--- src/rtl/if_fetch_stage_if.sv ---
// Fetch-to-decode handshake bundle: one instruction entry with its PC,
// next PC and an out-of-range flag, qualified by valid/ready.
interface if_fetch_stage_if;
   logic        if_valid;
   logic        id_ready;
   logic [31:0] if_instr;
   logic [31:0] if_pc;
   logic [31:0] if_npc;
   logic        if_err;

   modport master (
      output if_valid,
      output if_instr,
      output if_pc,
      output if_npc,
      output if_err,
      input  id_ready
   );

   modport slave (
      input  if_valid,
      input  if_instr,
      input  if_pc,
      input  if_npc,
      input  if_err,
      output id_ready
   );
endinterface

--- src/rtl/if_fetch_stage.sv ---
// MIPS instruction-fetch stage: PC register, combinational imem addressing,
// one-entry output register towards decode with redirect flush and fetch counter.
module if_fetch_stage #(
   parameter logic [31:0] RESET_PC = 32'h0040_0000,
   parameter int          IMEM_AW  = 11
) (
   input  logic               clk,
   input  logic               rst_n,
   input  logic               fetch_en,
   input  logic               redirect_valid,
   input  logic [31:0]        redirect_pc,
   output logic [IMEM_AW-1:0] imem_addr,
   input  logic [31:0]        imem_instr,
   if_fetch_stage_if.master   dec,
   output logic [31:0]        fetch_cnt
);

   localparam logic [31:0] IMEM_BYTES = 32'd4 << IMEM_AW;

   logic [31:0] pc_q, pc_d;
   logic        if_valid_q, if_valid_d;
   logic [31:0] if_instr_q, if_instr_d;
   logic [31:0] if_pc_q, if_pc_d;
   logic [31:0] if_npc_q, if_npc_d;
   logic        if_err_q, if_err_d;
   logic [31:0] fetch_cnt_q, fetch_cnt_d;

   logic [31:0] off;
   logic        in_range;
   logic        xfer;
   logic        load;

   // Offset wraps modulo 2^32, so PCs below RESET_PC land far out of range.
   assign off       = pc_q - RESET_PC;
   assign in_range  = (off < IMEM_BYTES);
   assign imem_addr = off[IMEM_AW+1:2];

   assign xfer = if_valid_q && dec.id_ready && !redirect_valid;
   assign load = fetch_en && !redirect_valid && (!if_valid_q || dec.id_ready);

   always_comb begin
      pc_d        = pc_q;
      if_valid_d  = if_valid_q;
      if_instr_d  = if_instr_q;
      if_pc_d     = if_pc_q;
      if_npc_d    = if_npc_q;
      if_err_d    = if_err_q;
      fetch_cnt_d = fetch_cnt_q + {31'd0, xfer};

      if (redirect_valid) begin
         pc_d       = redirect_pc & 32'hFFFF_FFFC;
         if_valid_d = 1'b0;
      end else if (load) begin
         if_instr_d = in_range ? imem_instr : 32'h0000_0000;
         if_err_d   = !in_range;
         if_pc_d    = pc_q;
         if_npc_d   = pc_q + 32'd4;
         if_valid_d = 1'b1;
         pc_d       = pc_q + 32'd4;
      end else if (xfer) begin
         if_valid_d = 1'b0;
      end
   end

   always_ff @(posedge clk or negedge rst_n) begin
      if (!rst_n) begin
         pc_q        <= RESET_PC;
         if_valid_q  <= 1'b0;
         if_instr_q  <= 32'd0;
         if_pc_q     <= 32'd0;
         if_npc_q    <= 32'd0;
         if_err_q    <= 1'b0;
         fetch_cnt_q <= 32'd0;
      end else begin
         pc_q        <= pc_d;
         if_valid_q  <= if_valid_d;
         if_instr_q  <= if_instr_d;
         if_pc_q     <= if_pc_d;
         if_npc_q    <= if_npc_d;
         if_err_q    <= if_err_d;
         fetch_cnt_q <= fetch_cnt_d;
      end
   end

   assign dec.if_valid = if_valid_q;
   assign dec.if_instr = if_instr_q;
   assign dec.if_pc    = if_pc_q;
   assign dec.if_npc   = if_npc_q;
   assign dec.if_err   = if_err_q;
   assign fetch_cnt    = fetch_cnt_q;

endmodule

--- src/flat_wrapper.sv ---
// flat-port wrapper written by rule: the top's interface ports become plain ports
module if_fetch_stage_flat 
#(
   parameter logic [31:0] RESET_PC = 32'h0040_0000,
   parameter int          IMEM_AW  = 11
)
  (clk, rst_n, fetch_en, redirect_valid, redirect_pc, imem_addr, imem_instr, fetch_cnt, dec_if_valid, dec_if_instr, dec_if_pc, dec_if_npc, dec_if_err, dec_id_ready);
  if_fetch_stage_if dec_i ();
  input  logic clk;
  input  logic rst_n;
  input  logic fetch_en;
  input  logic redirect_valid;
  input  logic [31:0] redirect_pc;
  output logic [IMEM_AW-1:0] imem_addr;
  input  logic [31:0] imem_instr;
  output logic [31:0] fetch_cnt;
  output wire logic [$bits(dec_i.if_valid)-1:0] dec_if_valid;
  output wire logic [$bits(dec_i.if_instr)-1:0] dec_if_instr;
  output wire logic [$bits(dec_i.if_pc)-1:0] dec_if_pc;
  output wire logic [$bits(dec_i.if_npc)-1:0] dec_if_npc;
  output wire logic [$bits(dec_i.if_err)-1:0] dec_if_err;
  input wire logic [$bits(dec_i.id_ready)-1:0] dec_id_ready;
  assign dec_if_valid = dec_i.if_valid;
  assign dec_if_instr = dec_i.if_instr;
  assign dec_if_pc = dec_i.if_pc;
  assign dec_if_npc = dec_i.if_npc;
  assign dec_if_err = dec_i.if_err;
  assign dec_i.id_ready = dec_id_ready;
  if_fetch_stage #(.RESET_PC(RESET_PC), .IMEM_AW(IMEM_AW)) u_core (.clk(clk), .rst_n(rst_n), .fetch_en(fetch_en), .redirect_valid(redirect_valid), .redirect_pc(redirect_pc), .imem_addr(imem_addr), .imem_instr(imem_instr), .dec(dec_i), .fetch_cnt(fetch_cnt));
endmodule
--- config.mk ---
export PLATFORM = sky130hd
export DESIGN_NAME = if_fetch_stage_flat
export DESIGN_NICKNAME = d
export VERILOG_FILES = /design/src/rtl/if_fetch_stage_if.sv /design/src/rtl/if_fetch_stage.sv /design/src/flat_wrapper.sv
export SDC_FILE = /design/constraint.sdc
export NUM_CORES = 1
export LEC_CHECK = 0
export ABC_AREA = 0
export CAP_MARGIN = 20
export CORE_MARGIN = 2
export CORE_UTILIZATION = 30
export DETAILED_ROUTE_END_ITERATION = 8
export SLEW_MARGIN = 10
export SYNTH_ARGS = -nofsm -noshare
export SYNTH_HDL_FRONTEND = slang
export SYNTH_SLANG_ARGS = --single-unit
--- constraint.sdc ---
create_clock -name clk -period 5.9 [get_ports clk]
set_input_delay 0.59 -clock clk [delete_from_list [all_inputs] [get_ports clk]]
set_output_delay 0.59 -clock clk [all_outputs]
set_load 0.01 [all_outputs]
==> impl_results.md <==
- Top-count cell post-synth: nand2_1
- Synth Flop Type: dfrtp_1
- Endpoints failing setup: 0
- Starting density of the core: 30.29%
- GPL Wtd Cong: 0.8299
- CTS tree: done
- VDD IR max: 0.1482 mV
- Worst setup startpoint: redirect_valid
- Setup tns final: 0 ps
- Ranking of synthesized cells by area: dfrtp_1 55%, nand2_1 9.6%, xor2_1 5.5%
- Clock Skew: 11.29 ps
- Crit path arrival time: 3300 ps
- Post-synth top area share: 55.05%
- Core ar.: 23260 um2
- Crit-path leading delay family: simple AND/OR/NAND/NOR gates
- Clock Pin Slew Worst Setup and Hold Paths: 60 ps
- CTS buffer count: 17
- Slew @ Worst Pin: 1012 ps
- Syn_area_per_cell: 9.826 um2
- Area grow syn2layout: 39.50%
- Post-synth cell types: 40
- Status: completed
- Antenna-violating nets left: 0
- Crit path required time: 6250 ps
- EDFF count, synth: 0
- Worst slew margin: 31.97%
- # hold bufs at CTS: 0
- CP max stage cell: nor4_1
- Drt initial violations: 299
- Sequential area share after synthesis: 55.43%
- Most common cell on crit path: and3_1
- Synth Instances: 717
- MaxCap Viol Count: 0
- Synth Cell Area: 7046 um2
- Routed vias/inst: 4.628
- Worst Reg-to-Reg Cells: 6
- Power Dens Cells: 291.6 nW/um2
- Yosys top cell by area: dfrtp_1
- Fin. Hold Viols: 0
- H-tree depth: 4
- I/O pin count: 210
- Die height: 157.3 um
- Worst setup SP type: input port
- Overflow after GRT: 0
- Initial antenna violation count: 0
- Largest net degree at the start of global routing: 85
- Async SR Flop Fraction: 100.0%
- Num rows: 56
- Crit-path max FO: 57
- Reg-to-reg slack, setup: 3100 ps
- Die ar.: 24730 um2
- Buffer depth of the longest clock path: 2
- Post_cts resized: 0
- WP depth: 11
- Crit path capture type: flop
- Power, Total: 2.866 mW
- Post-Route Utilization: 42.25%
- Critical path class: input port to flop
- Drt pass-1 iters: 4
- DR WL/cell: 15.96 um
- Critical path's largest stage delay: 550 ps
- Slew Viols, Final: 0
- Clock Latency Late Sink: 420 ps
- Fin crit share: 50.13%
- Min cycle time layout: 2958 ps
- DRC: 0
- Vias in the first global route: 5561
- Reg2Reg Launch Point: u_core.pc_q[2]
- Final nets: 956
- Ys Warns: 0
- FF+latch count, synth: 156
- Number of buffer cells added on primary ports: 203
- DR vias: 5628
- Buf/Inv on CP: 4
- RR Endpoint: u_core.pc_q[28]
- Setup crit end: u_core.fetch_cnt[16]
- Top post-synthesis cells by count: 181 x nand2_1, 155 x dfrtp_1, 56 x o21ai_0
- Clock Tree Root: clkbuf_16
- Diode count: 0
- Clock sinks: 156
- RSZ-0062 raised after global routing: no
- Fmax: 0.3381 GHz
- Worst Hold Class: input port to async pin
- P_leak: 4.175 nW
- First-pass GRT wire length: 30400 um
- DP Wirelength: 13210 um
- Share of layout cells above drive strength 1: 5.463%
- DRT Wirelength: 19410 um
- Crit-path cells: buf_2, buf_4, inv_1, and3_1, ha_1, ha_1, inv_1, nor4_1, and3_1, and3_1, xor2_1
- Fill cells: 2302
- Die width: 157.3 um
- Setup bufs post-CTS: 0
- Overall routing resource usage: 15.91%
==> placed cells by master, fill, tap and decap left out, types with 4 or more instances in the layout <==
cell type        instances
clkdlybuf4s50_1        201
nand2_1                180
dfrtp_1                155
o21ai_0                 56
xor2_1                  44
xnor2_1                 41
a22o_1                  32
nand3_1                 30
nor2_1                  21
nand4_1                 19
clkbuf_16               17
nor4_1                  15
and3_1                   8
inv_1                    8
nor3_1                   7
buf_4                    6
clkinvlp_4               5
conb_1                   4
==> report_power, final <==
group	switching, mW	internal, mW	leakage (nW)
Clock	0.457	0.669	0.276
Combinational	0.214	0.253	1.87
Sequential	0.100	1.17	2.03
Total	0.772	2.09	4.17
==> state kept, by name, indices dropped and copies added (netlist names) <==
signal / cells
u_core.dec.if_instr: 32
u_core.fetch_cnt: 32
u_core.dec.if_npc: 30
u_core.dec.if_pc: 30
u_core.pc_q: 30
u_core.dec.if_err: 1
u_core.dec.if_valid: 1
==> logic make-up after synthesis <==
family          share of synthesized area (%)
compound gates                          8.418
xor+xnor                                10.57
fa+ha+maj                              0.5328
buf+inv                                 4.955
flops                                   55.43
mux                                    0.3019
other cells                           0.05323
simple gates                            19.75
==> cell type report <==
| cell class | count | area (um2) | share of cell area [%] |
|---|---|---|---|
| Clock buffer | 19 | 432.9 | 4.405 |
| Clock inverter | 13 | 167.7 | 1.706 |
| Inverter | 8 | 30.03 | 0.3055 |
| Multi-Input combinational cell | 492 | 2820 | 28.70 |
| Sequential cell | 156 | 3905 | 39.73 |
| Tap cell | 319 | 399.1 | 4.061 |
| Timing Repair Buffer | 209 | 2073 | 21.09 |
==> layer usage <==
metal	global-route usage (%)	vias to the layer above	wire, um
met5	0	-	0
li1	-	2724	-
met4	4.719	0	326
met3	4.901	16	1458
met2	25.10	196	8907
met1	21.04	2692	8712
==> worst min path at each step <==
stage          slack [ps]            startpoint  depth (start not counted)                   end
2_1_floorplan         290                 rst_n                          0     u_core.dec.if_err
3_3_place_gp          460   u_core.dec.if_pc[6]                          2   u_core.dec.if_pc[6]
3_5_place_dp          460  u_core.dec.if_pc[11]                          2  u_core.dec.if_pc[11]
4_1_cts               250                 rst_n                          1  u_core.fetch_cnt[19]
5_1_grt               290                 rst_n                          1  u_core.fetch_cnt[19]
6_report              230                 rst_n                          1  u_core.fetch_cnt[17]
==> through the flow <==
step / hold WS (ps) / area, um2 / setup WS (ps) / instances
floorplan: 294.4 / 7057 / 3427 / 720
global placement: 459.9 / 9228 / 2480 / 1184
detailed placement: 462.2 / 9228 / 2478 / 1184
CTS: 248.1 / 9828 / 2922 / 1216
global route: 290.9 / 9828 / 2636 / 1216
finish: 233.9 / 9828 / 2942 / 1216
Note: power is estimated with default switching activity, not from simulation.
